**config.mk**
```make
export PLATFORM = sky130hd
export DESIGN_NAME = matmul_seq_ctrl
export DESIGN_NICKNAME = d
export VERILOG_FILES = /design/src/rtl/matmul_pkg.sv /design/src/rtl/matmul_seq_ctrl_mac_pair.sv /design/src/rtl/matmul_seq_ctrl.sv
export SDC_FILE = /design/constraint.sdc
export NUM_CORES = 1
export LEC_CHECK = 0
export CORE_AREA = 2 2 165 167
export DETAILED_ROUTE_END_ITERATION = 10
export DIE_AREA = 0 0 167 169
export GPL_ROUTABILITY_DRIVEN = 0
export SYNTH_ARGS = -nofsm -noshare
export SYNTH_HDL_FRONTEND = slang
export SYNTH_HIERARCHICAL = 1
export SYNTH_SLANG_ARGS = --single-unit
```
**constraint.sdc**
```tcl
create_clock -name clk -period 7.99 [get_ports clk]
set_input_delay 0.799 -clock clk [delete_from_list [all_inputs] [get_ports clk]]
set_output_delay 0.799 -clock clk [all_outputs]
set_load 0.05 [all_outputs]
```
**src/rtl/matmul_pkg.sv**
```systemverilog
// Shared constants, sequencer state encoding and the row-major address helper
// used by the operand/result RAMs, the loader and the multiply sequencer.
package matmul_pkg;

    localparam int N    = 8;
    localparam int DW   = 8;
    localparam int AW   = 6;
    localparam int ACCW = 19;
    localparam int IW   = $clog2(N);
    localparam int KPW  = $clog2(N / 2);

    typedef enum logic [1:0] {
        IDLE,
        RUN,
        DRAIN
    } state_t;

    function automatic logic [AW-1:0] idx(input logic [IW-1:0] row, input logic [IW-1:0] col);
        return AW'(int'(row) * N + int'(col));
    endfunction

endpackage

```
**src/rtl/matmul_seq_ctrl_mac_pair.sv**
```systemverilog
// Two-lane signed multiply-accumulate: forms a1*b1 + a2*b2 each cycle and
// loads, accumulates or emits the running dot product.
module mac_pair
    import matmul_pkg::*;
(
    input  logic                   clk,
    input  logic                   reset,
    input  logic                   i_vld,
    input  logic                   i_load,
    input  logic                   i_emit,
    input  logic signed [DW-1:0]   i_a1,
    input  logic signed [DW-1:0]   i_a2,
    input  logic signed [DW-1:0]   i_b1,
    input  logic signed [DW-1:0]   i_b2,
    output logic signed [ACCW-1:0] o_res,
    output logic                   o_wr
);

    logic signed [2*DW-1:0] w_p1, w_p2;
    logic signed [ACCW-1:0] w_pair;
    logic signed [ACCW-1:0] r_acc, r_res;
    logic                   r_wr;

    function automatic logic signed [ACCW-1:0] sext_prod(input logic signed [2*DW-1:0] p);
        return {{(ACCW - 2*DW){p[2*DW-1]}}, p};
    endfunction

    assign w_p1   = i_a1 * i_b1;
    assign w_p2   = i_a2 * i_b2;
    assign w_pair = sext_prod(w_p1) + sext_prod(w_p2);

    // Accumulate stage: the emitted sum includes the final pair directly
    always_ff @(posedge clk) begin
        if (reset) begin
            r_acc <= '0;
            r_res <= '0;
            r_wr  <= 1'b0;
        end else begin
            r_wr <= i_vld & i_emit;
            if (i_vld) begin
                r_acc <= i_load ? w_pair : r_acc + w_pair;
                if (i_emit) begin
                    r_res <= r_acc + w_pair;
                end
            end
        end
    end

    assign o_res = r_res;
    assign o_wr  = r_wr;

endmodule

```
**src/rtl/matmul_seq_ctrl.sv**
```systemverilog
// 8x8 signed matrix-multiply sequencer: walks i/j/kp, issues paired A/B reads,
// and writes each finished C element through a two-lane MAC.
module matmul_seq_ctrl
    import matmul_pkg::*;
(
    input  logic                   clk,
    input  logic                   reset,
    input  logic                   start,
    output logic                   busy,
    output logic                   done,
    output logic [AW-1:0]          addr_a1,
    output logic [AW-1:0]          addr_a2,
    output logic [AW-1:0]          addr_b1,
    output logic [AW-1:0]          addr_b2,
    input  logic signed [DW-1:0]   data_a1,
    input  logic signed [DW-1:0]   data_a2,
    input  logic signed [DW-1:0]   data_b1,
    input  logic signed [DW-1:0]   data_b2,
    output logic [AW-1:0]          c_addr,
    output logic signed [ACCW-1:0] c_data,
    output logic                   c_wr
);

    state_t          r_state, w_state_nxt;
    logic            r_done, w_done_nxt;
    logic [IW-1:0]   r_i, r_j;
    logic [KPW-1:0]  r_kp;
    logic            w_issue, w_last_issue;
    logic [IW-1:0]   w_k0, w_k1;
    logic            r_vld_p1, r_last_p1, r_last_p2;
    logic [KPW-1:0]  r_kp_p1;
    logic [AW-1:0]   r_cidx_p1, r_c_addr;
    logic            w_wr;
    logic signed [ACCW-1:0] w_res;

    assign w_issue      = (r_state == RUN);
    assign w_last_issue = w_issue && (r_i == IW'(N-1)) && (r_j == IW'(N-1))
                          && (r_kp == KPW'(N/2-1));
    assign w_k0         = {r_kp, 1'b0};
    assign w_k1         = {r_kp, 1'b1};

    always_comb begin
        w_state_nxt = r_state;
        w_done_nxt  = 1'b0;
        case (r_state)
            IDLE:    if (start) w_state_nxt = RUN;
            RUN:     if (w_last_issue) w_state_nxt = DRAIN;
            DRAIN: begin
                if (w_wr && r_last_p2) begin
                    w_state_nxt = IDLE;
                    w_done_nxt  = 1'b1;
                end
            end
            default: w_state_nxt = IDLE;
        endcase
    end

    always_ff @(posedge clk) begin
        if (reset) begin
            r_state <= IDLE;
            r_done  <= 1'b0;
        end else begin
            r_state <= w_state_nxt;
            r_done  <= w_done_nxt;
        end
    end

    // Issue stage: counters wrap naturally back to zero after the last pair
    always_ff @(posedge clk) begin
        if (reset || (r_state == IDLE && start)) begin
            r_i  <= '0;
            r_j  <= '0;
            r_kp <= '0;
        end else if (w_issue) begin
            r_kp <= r_kp + 1'b1;
            if (r_kp == KPW'(N/2-1)) begin
                r_j <= r_j + 1'b1;
                if (r_j == IW'(N-1)) begin
                    r_i <= r_i + 1'b1;
                end
            end
        end
    end

    // Data-return stage: tags line up with the RAM's registered read data
    always_ff @(posedge clk) begin
        if (reset) begin
            r_vld_p1  <= 1'b0;
            r_last_p1 <= 1'b0;
            r_kp_p1   <= '0;
            r_cidx_p1 <= '0;
        end else begin
            r_vld_p1  <= w_issue;
            r_last_p1 <= w_last_issue;
            r_kp_p1   <= r_kp;
            r_cidx_p1 <= idx(r_i, r_j);
        end
    end

    // Write stage: address and last-tag travel with the MAC result
    always_ff @(posedge clk) begin
        if (reset) begin
            r_c_addr  <= '0;
            r_last_p2 <= 1'b0;
        end else begin
            r_last_p2 <= r_vld_p1 & r_last_p1;
            if (r_vld_p1 && r_kp_p1 == KPW'(N/2-1)) begin
                r_c_addr <= r_cidx_p1;
            end
        end
    end

    mac_pair u_mac (
        .clk    (clk),
        .reset  (reset),
        .i_vld  (r_vld_p1),
        .i_load (r_kp_p1 == '0),
        .i_emit (r_kp_p1 == KPW'(N/2-1)),
        .i_a1   (data_a1),
        .i_a2   (data_a2),
        .i_b1   (data_b1),
        .i_b2   (data_b2),
        .o_res  (w_res),
        .o_wr   (w_wr)
    );

    assign busy    = (r_state != IDLE);
    assign done    = r_done;
    assign addr_a1 = w_issue ? idx(r_i, w_k0) : '0;
    assign addr_a2 = w_issue ? idx(r_i, w_k1) : '0;
    assign addr_b1 = w_issue ? idx(w_k0, r_j) : '0;
    assign addr_b2 = w_issue ? idx(w_k1, r_j) : '0;
    assign c_addr  = r_c_addr;
    assign c_data  = w_res;
    assign c_wr    = w_wr & ~reset;

endmodule
```
==> run metrics, run 1 <==
Final setup viols=0; DIE HEIGHT=169 µm; commonest non-fill, non-tap cell in the layout=inv_1; detailed-route wire length=between 15000 and 20000 µm; sequential area share after synthesis=0.1474; die width=167 µm; DRT Pass-1 Iters=4; DRT iter0 DRCs=227; R2R depth=10; Starting Density=0.3434; gr usage total=0.1437; average cell area after synthesis=approximately 9.1 µm²; GRT overflow=0; DR WL/cell=13.03 µm; cts hold-fix bufs=0; crit share post-route=0.9548; Yosys cell types=63; commonest cells after routing, fill and taps aside=inv_1 (182), fa_1 (144), and2_1 (90); EDFF count, synth=0; P&R area growth vs syn=21.36%; Main synth FF type=dfxtp_1; post-synthesis register bit count=67; fmax=0.1311 GHz; CP top delay family=adder cells; Num CTS Buffers=9; Reg clk slew, reported paths=0.06 ns; minimum setup slack among reg-to-reg paths=between 5 and 6 ns; CP Capture Type=register; Critical Path RT=8.26 ns; ANT cells=0; startpoint of the worst hold path=u_mac/o_res[1]; Inst Count DP=1464; RSZ-0062 raised after global routing=false; Worst-Margin Slew=0.7952 ns; Post-Syn Area=just over 9000 µm²; dpl hpwl=roughly 16000 µm; clock tree from TritonCTS=done; Syn Inst Count=1002; clock skew=between 0.007 and 0.008 ns; Max Slew Vio Count=0; CP startpoint=data_b1[4]; DRC violations left=0; number of top-level pins=87; worst relative slew slack=0.4686; root buf cell=clkbuf_16; Hold Path Sink=u_mac/o_res[1]; Antenna Nets Post-Route=0; max incr delay on CP=0.53 ns; WHS Path Cells=2; post-CTS setup buffers=0; Resize count post-CTS=0; Critical Setup Path Class=input port to register; CTS H-Tree Depth=3; Arr. time, crit path=7.90 ns; Max Fanout on Critical Path=5; slowest stage cell, crit path=fa_1; fin cells=1480; vias in the first global route=6857; Startpoint Class=input port; share of cells above drive strength 1=0.09658; R2R Path End=u_mac/r_acc[17]; clock sinks=67; antenna violations before repair=0; crit path buf inv count=8; final core utilization=0.4168; FF-to-FF Start=u_mac/r_acc[1]; largest net degree at the start of global routing=68; # rows=60; core area=26500 µm²; Via density=around 4.6; clock latency on the worst-skew pair=~0.34 ns; Fin. Hold Viols=0; final net count=1390; vias after detailed routing=6822; die area=28220 µm²; cell mode on critical path=fa_1; synth warn=6; FFs w/ async S/R, synth=0; status=finished, final reports clean; Port Buffer Count=84; type of the most critical hold path=register to register; global-route wire length before repair=33300 µm; post-layout min period=7.629 ns; max-cap violations=0; clk buf depth=2
[cell usage after synthesis, types with 4 or more instances]
cell type | number | area, µm²
a211oi_1 | 18 | 135.1
a21o_1 | 8 | 60.06
a21oi_1 | 45 | 225.2
and2_1 | 90 | 563.0
and3_1 | 6 | 37.54
buf_1 | 5 | 18.77
buf_4 | 16 | 120.1
clkbuf_1 | 11 | 41.29
dfxtp_1 | 67 | 1341
fa_1 | 144 | 2883
ha_1 | 77 | 963.4
inv_1 | 183 | 686.9
mux2i_1 | 23 | 230.2
nand2_1 | 79 | 296.5
nand2b_1 | 5 | 31.28
nand3_1 | 10 | 50.05
nand3b_1 | 4 | 30.03
nor2_1 | 74 | 277.8
nor2b_1 | 10 | 62.56
nor3_1 | 10 | 50.05
nor3b_1 | 4 | 30.03
o21a_1 | 6 | 45.04
o21ai_0 | 8 | 40.04
o21ai_1 | 10 | 50.05
xnor2_1 | 23 | 201.4
xor2_1 | 13 | 113.9
[worst register-to-register path: stages (launching register included)]
cell and delay, ns:
dfxtp_1 0.34, ha_1 0.34, a211oi_2 0.18, o21bai_1 0.12
a311o_1 0.43, a2111oi_2 0.41, o21ai_1 0.20, a2111oi_2 0.32
nor3_1 0.09, buf_4 0.15, o41ai_2 0.17
[per-layer routing]
layer,share of wire,GRT usage,routed length (µm)
met4,0.012,0.02924,225
met1,0.47,0.1994,9097
met3,0.025,0.02198,487
met2,0.49,0.2392,9477
met5,0,0,0
[state kept, by name, indices dropped and copies added (netlist names)]
register,flops
c_addr,6
done,1
r_cidx_p1,6
r_i,3
r_j,3
r_kp,2
r_kp_p1,2
r_last_p1,1
r_last_p2,1
r_state,2
r_vld_p1,1
u_mac/o_res,19
u_mac/o_wr,1
u_mac/r_acc,19
[stage by stage]
stage	setup WS, ns	TNS [ns]	hold slack, ns	instance area [µm²]
CTS	0.1521	0	0.4577	11000
global route	0.03265	0	0.4766	11050
global placement	-0.06654	-0.06654	0.4433	10690
finish	0.3610	0	0.4540	11050
floorplan	0.5317	0	0.4365	9105
detailed placement	-0.1677	-0.2331	0.4494	10690
[how the worst max path moves through the flow]
stage | to | slack (ns) | depth (start not counted)
floorplan | u_mac/o_res[18] | 0.53 | 25
global placement | u_mac/o_res[18] | -0.07 | 27
detailed placement | u_mac/o_res[18] | -0.17 | 27
CTS | u_mac/o_res[18] | 0.15 | 27
global route | u_mac/o_res[18] | 0.03 | 29
finish | u_mac/o_res[18] | 0.36 | 29
[layout make-up]
type,instances,area [µm²]
Timing Repair Buffer,157,1406
Clock inverter,5,62.56
Multi-Input combinational cell,715,6875
Tap cell,341,426.7
Inverter,184,690.7
Clock buffer,11,242.7
Sequential cell,67,1341
Fill cell,2653,15450
[cells by family (layout without fill, tap and decap cells)]
kind of cell | Yosys count | after routing | share of synthesized area
buffers and inverters | 221 | 357 | 0.1005
other | 1 | 2 | 0.0004120
AO/OA/AOI/OAI | 121 | 121 | 0.08977
AND/OR/NAND/NOR | 309 | 309 | 0.1727
adder cells (fa/ha/maj) | 221 | 221 | 0.4226
multiplexers | 23 | 23 | 0.02530
flip-flops | 67 | 67 | 0.1474
XOR/XNOR | 39 | 39 | 0.04138
Power of run 1 is left out: the tool's default activity adds up to more than one toggle a clock period on the data nets, which glitch-free logic cannot reach.
==> run 2: changes to the inputs <==
--- a/config.mk
+++ b/config.mk
@@ -6,6 +6,7 @@
 export NUM_CORES = 1
 export LEC_CHECK = 0
 export CORE_AREA = 2 2 165 167
+export CTS_CLUSTER_DIAMETER = 80
 export DETAILED_ROUTE_END_ITERATION = 10
 export DIE_AREA = 0 0 167 169
 export GPL_ROUTABILITY_DRIVEN = 0
==> results of run 2 <==
The final DEF is identical to that of run 1; final timing and power are the same.
Power of run 2 is left out for the same reason.
